File: src/rtl/pipe_hazard_ctrl.sv
// Pipeline hazard controller for a 5-stage in-order pipeline.
// Handles data-memory wait stalls with a timeout, load-use stalls, and
// taken-branch flushes. Also keeps a saturating count of fetch-stall cycles.
module pipe_hazard_ctrl #(
  parameter int REG_W   = 5,
  parameter int TIMEOUT = 255
) (
  input  logic             clk,
  input  logic             reset,
  input  logic [REG_W-1:0] RsD,
  input  logic [REG_W-1:0] RtD,
  input  logic [REG_W-1:0] RtE,
  input  logic             MemtoRegE,
  input  logic             PCSrcD,
  input  logic             mem_req,
  input  logic             mem_ready,
  input  logic             clr_stats,
  output logic             StallF,
  output logic             StallD,
  output logic             StallE,
  output logic             StallM,
  output logic             FlushD,
  output logic             FlushE,
  output logic             err,
  output logic [15:0]      stall_count
);

  typedef enum logic [1:0] {RUN, MEM_WAIT, ERROR} state_t;

  localparam logic [15:0] TO = 16'(TIMEOUT);

  state_t      state, state_nxt;
  logic [15:0] wait_cnt, wait_cnt_nxt;
  logic        mw, lu;

  assign mw = mem_req && !mem_ready;
  assign lu = MemtoRegE && (RtE != '0) && ((RtE == RsD) || (RtE == RtD));

  // Next-state and hazard control outputs; everything is forced low while in reset.
  always_comb begin
    state_nxt    = state;
    wait_cnt_nxt = wait_cnt;
    StallF       = 1'b0;
    StallD       = 1'b0;
    StallE       = 1'b0;
    StallM       = 1'b0;
    FlushD       = 1'b0;
    FlushE       = 1'b0;
    case (state)
      RUN: begin
        if (mw) begin
          {StallF, StallD, StallE, StallM} = '1;
          state_nxt    = MEM_WAIT;
          wait_cnt_nxt = 16'd1;
        end else if (lu) begin
          StallF = 1'b1;
          StallD = 1'b1;
          FlushE = 1'b1;
        end else if (PCSrcD) begin
          FlushD = 1'b1;
        end
      end
      MEM_WAIT: begin
        // A dropped request ends the wait exactly like a ready response.
        if (mw) begin
          {StallF, StallD, StallE, StallM} = '1;
          if (wait_cnt == TO) state_nxt = ERROR;
          else                wait_cnt_nxt = wait_cnt + 16'd1;
        end else begin
          state_nxt    = RUN;
          wait_cnt_nxt = '0;
          if (lu) begin
            StallF = 1'b1;
            StallD = 1'b1;
            FlushE = 1'b1;
          end else if (PCSrcD) begin
            FlushD = 1'b1;
          end
        end
      end
      ERROR: begin
        {StallF, StallD, StallE, StallM} = '1;
      end
      default: begin
        state_nxt    = RUN;
        wait_cnt_nxt = '0;
      end
    endcase
    if (!reset) begin
      {StallF, StallD, StallE, StallM, FlushD, FlushE} = '0;
    end
  end

  // State and wait counter registers.
  always_ff @(posedge clk or negedge reset) begin
    if (!reset) begin
      state    <= RUN;
      wait_cnt <= '0;
    end else begin
      state    <= state_nxt;
      wait_cnt <= wait_cnt_nxt;
    end
  end

  // Sticky timeout flag, set on the edge that enters ERROR.
  always_ff @(posedge clk or negedge reset) begin
    if (!reset)                  err <= 1'b0;
    else if (state_nxt == ERROR) err <= 1'b1;
  end

  // Saturating fetch-stall cycle counter; clear wins over increment.
  always_ff @(posedge clk or negedge reset) begin
    if (!reset)                           stall_count <= '0;
    else if (clr_stats)                   stall_count <= '0;
    else if (StallF && stall_count != '1) stall_count <= stall_count + 16'd1;
  end

endmodule

File: config.mk
export PLATFORM = sky130hd
export DESIGN_NAME = pipe_hazard_ctrl
export DESIGN_NICKNAME = d
export VERILOG_FILES = /design/src/rtl/pipe_hazard_ctrl.sv
export SDC_FILE = /design/constraint.sdc
export NUM_CORES = 1
export LEC_CHECK = 0
export BUFFER_PORTS_ARGS = -buffer_cell sky130_fd_sc_hd__buf_2
export CAP_MARGIN = 25
export CORE_ASPECT_RATIO = 0.7
export CORE_UTILIZATION = 58
export DETAILED_ROUTE_END_ITERATION = 16
export PLACE_DENSITY_LB_ADDON = 0.08
export SKIP_LAST_GASP = 1
export SLEW_MARGIN = 10
export SYNTH_ARGS = -nofsm -noshare
export SYNTH_HDL_FRONTEND = slang
export SYNTH_SLANG_ARGS = --single-unit
File: constraint.sdc
create_clock -name clk -period 5.4 [get_ports clk]
set_clock_uncertainty 0.1 [all_clocks]
set_input_delay 0.27 -clock clk [delete_from_list [all_inputs] [get_ports clk]]
set_output_delay 0.27 -clock clk [all_outputs]
set_load 0.005 [all_outputs]
==> results_dict.tcl <==
set metrics [dict create \
    worst-path-buf-inv 1 \
    synth_top_area_share_pct 41.32 \
    grt_pass1_wl_um 7997 \
    nets 301 \
    grt_remaining_overflow 0 \
    synthArstFlopShare_pct 100.0 \
    yosys-top-cells-area "dfrtp_1 (41%), xor2_1 (7.0%), or4_1 (3.9%)" \
    yosys.area_share.xor_xnor_pct 9.504 \
    fp.dieW_um 74.26 \
    antenna_found_initial 0 \
    cts.htree.levels 2 \
    tightest_slew_ps 808.2 \
    dp.cells 317 \
    root_buffer "clkbuf_8" \
    final_cells 325 \
    synthesis.area_sq_um 2120 \
    wl_per_cell_um 14.91 \
    synth_edf_count 0 \
    crit_fanout 14 \
    multi_input_area_sq_um 1161 \
    grt_max_degree 40 \
    peakVddDrop_mv 0.3350 \
    rows 17 \
    worstHoldPathType "primary input to asynchronous set/reset pin" \
    io_pins 45 \
    place_ws_ps 2939 \
    synthTopCellsByCount "dfrtp_1 (35), nand2_1 (21), nor2_1 (20)" \
    rr_startpoint "stall_count[0]$_DFFE_PN0P_" \
    hold_viol 35 \
    outcome "finished, violations left" \
    drtAntennaViolNets 0 \
    p_total_mw 0.5639 \
    drt-initial-drc-count 141 \
    clk_latency_ps 280 \
    yosysSeqAreaShare_pct 41.32 \
    cts_sinks 35 \
    die_area_sq_um 3904 \
    arrival_ps 2470 \
    max_slew_margin_pct 46.12 \
    endpoint_kind "flip-flop" \
    setup_slack_ps 3007 \
    synth_cells 236 \
    fill_cells 254 \
    dr.pass1.iters 4 \
    worstSetupPathType "flip-flop to flip-flop" \
    yosysMostFrequentCell "dfrtp_1" \
    startpoint_type "flip-flop" \
    clkTransAtPathRegs_ps 70 \
    synth_area_leader_cell "dfrtp_1" \
    critPathMaxStageDelay_ps 600 \
    grt_pass1_vias 1690 \
    grt_setup_unrepaired "false" \
    vias 1985 \
    synthFlopType "dfrtp_1" \
    cts_setup_buffers 0 \
    dpl.hpwl_um 3474 \
    fmax_mhz 418.0 \
    die_height_um 52.58 \
    slew_viol_final 0 \
    setup_viol 0 \
    numCtsBuffers 5 \
    portBuffers 44 \
    antenna_cells 0 \
    reg2reg_setup_slack_ps 3010 \
    period_minus_slack_ps 2393 \
    synth_top_family_by_area "simple AND/OR/NAND/NOR gates" \
    syn_nets 260 \
    min_period_over_period_pct 44.31 \
    start_util_pct 63.88 \
    r2r_end "stall_count[14]$_DFFE_PN0P_" \
    synth_warnings 0 \
    crit_required_ps 5480 \
    hold_buffers 0 \
    core_sq_um 3318 \
    register_area_sq_um 875.8 \
    synth_adder_area_share_pct 1.181 \
    max-cap-violations 0 \
    failed_checks "hold timing" \
    worst_path_max_delay_cell "o31ai_2" \
    path_cells "ha_1 -> and2_1 -> nand4_1 -> o31ai_2 -> buf_6 -> o311ai_0 -> o41ai_1" \
    yosys_register_bits 35 \
    whs_ps -28.04 \
    muxShareOfSynthArea_pct 0.4723 \
    cellLeakagePower_nw 1.092 \
    timing.setup.tns_ps 0 \
    drcViolationCount 0 \
    critPathTopFamily "compound AO/OA/AOI/OAI gates" \
    clk_path_buf_depth 2 \
    power.density_nw_per_um2 228.5 \
    cts_resized 0 \
    synth_cell_types 42 \
    grtUsageTotal_pct 27.40 \
    avgSynthCellArea_sq_um 8.981 \
    synth_compound_area_share_pct 15.47 \
    reg2reg_depth 7 \
    detail_route.vias_per_cell 6.108 \
    synthSimpleGateAreaFrac_pct 27.92 \
    cts_tree "yes" \
    drive_gt1_share_pct 22.66 \
    syn_to_final_growth_pct 16.41 \
    place_congestion 0.9120 \
    wl_um 4845 \
]
## cell type report
class	instances	share of cell area, %
clock buffer	6	3.347
inverter	6	0.9128
sequential	35	35.50
tap	47	2.383
clock inverter	2	1.420
timing repair buffer	45	9.381
multi-input combinational	184	47.06
## sequential cells by signal, summed over array words and instances, names as in the netlist
name         flops
wait_cnt        16
state            2
stall_count     16
err              1
## where the power goes
part	internal [mW]	leakage, nW	switching (mW)	total (mW)
combinational	0.0196	0.546	0.0349	0.0545
sequential	0.265	0.485	0.00412	0.269
clock	0.149	0.0612	0.0912	0.240
total	0.434	1.09	0.130	0.564
## worst max-delay path by stage
stage                               start                           to  slack [ps]  depth (start not counted)
3_3_place_gp   stall_count[0]$_DFFE_PN0P_  stall_count[12]$_DFFE_PN0P_        2870                          6
2_1_floorplan  stall_count[0]$_DFFE_PN0P_  stall_count[11]$_DFFE_PN0P_        3310                          8
3_5_place_dp                        reset  stall_count[10]$_DFFE_PN0P_        2940                          6
6_report       stall_count[0]$_DFFE_PN0P_  stall_count[14]$_DFFE_PN0P_        3010                          7
5_1_grt        stall_count[0]$_DFFE_PN0P_  stall_count[12]$_DFFE_PN0P_        2820                          7
4_1_cts        stall_count[0]$_DFFE_PN0P_  stall_count[14]$_DFFE_PN0P_        3070                          7
## metrics by stage
stage                     hold slack, ps  instance area [sq um]  utilization [%]
after floorplan                   -125.6                   2120                -
after global placement             306.2                   2338            70.48
after detailed placement           311.7                   2350            70.81
after CTS                          8.548                   2467            74.36
after global routing               32.09                   2467            74.36
final                             -28.04                   2467            74.36
## routing by layer
metal / wire length (um) / share of wire (%) / vias up / track usage [%]
met5: 0 / 0 / - / 0
met1: 2499 / 52 / 937 / 43.16
met4: 9 / 0.19 / 0 / 5.660
met3: 380 / 7.8 / 2 / 7.500
met2: 1956 / 40 / 86 / 36.97
li1: - / - / 960 / -
## cells in the final DEF, fill, tap and decap left out, types with 8 or more instances in the layout
| cell | netlist | final |
|---|---|---|
| or4_1 | 11 | 11 |
| dfrtp_1 | 35 | 35 |
| nand2_1 | 21 | 21 |
| a21oi_1 | 16 | 16 |
| nand4_1 | 10 | 10 |
| o31ai_1 | 9 | 8 |
| nor2_1 | 20 | 20 |
| buf_2 | 4 | 44 |
| xor2_1 | 17 | 17 |
| nand3_1 | 13 | 13 |
## logic make-up (layout without fill, tap and decap cells)
logic type      Yosys count  in the layout
fa+ha+maj                 2              2
xor+xnor                 23             23
mux                       1              1
flops                    35             35
buf+inv                  17             59
simple gates            108            108
compound gates           50             50
Power figures use the tool's default switching activity.
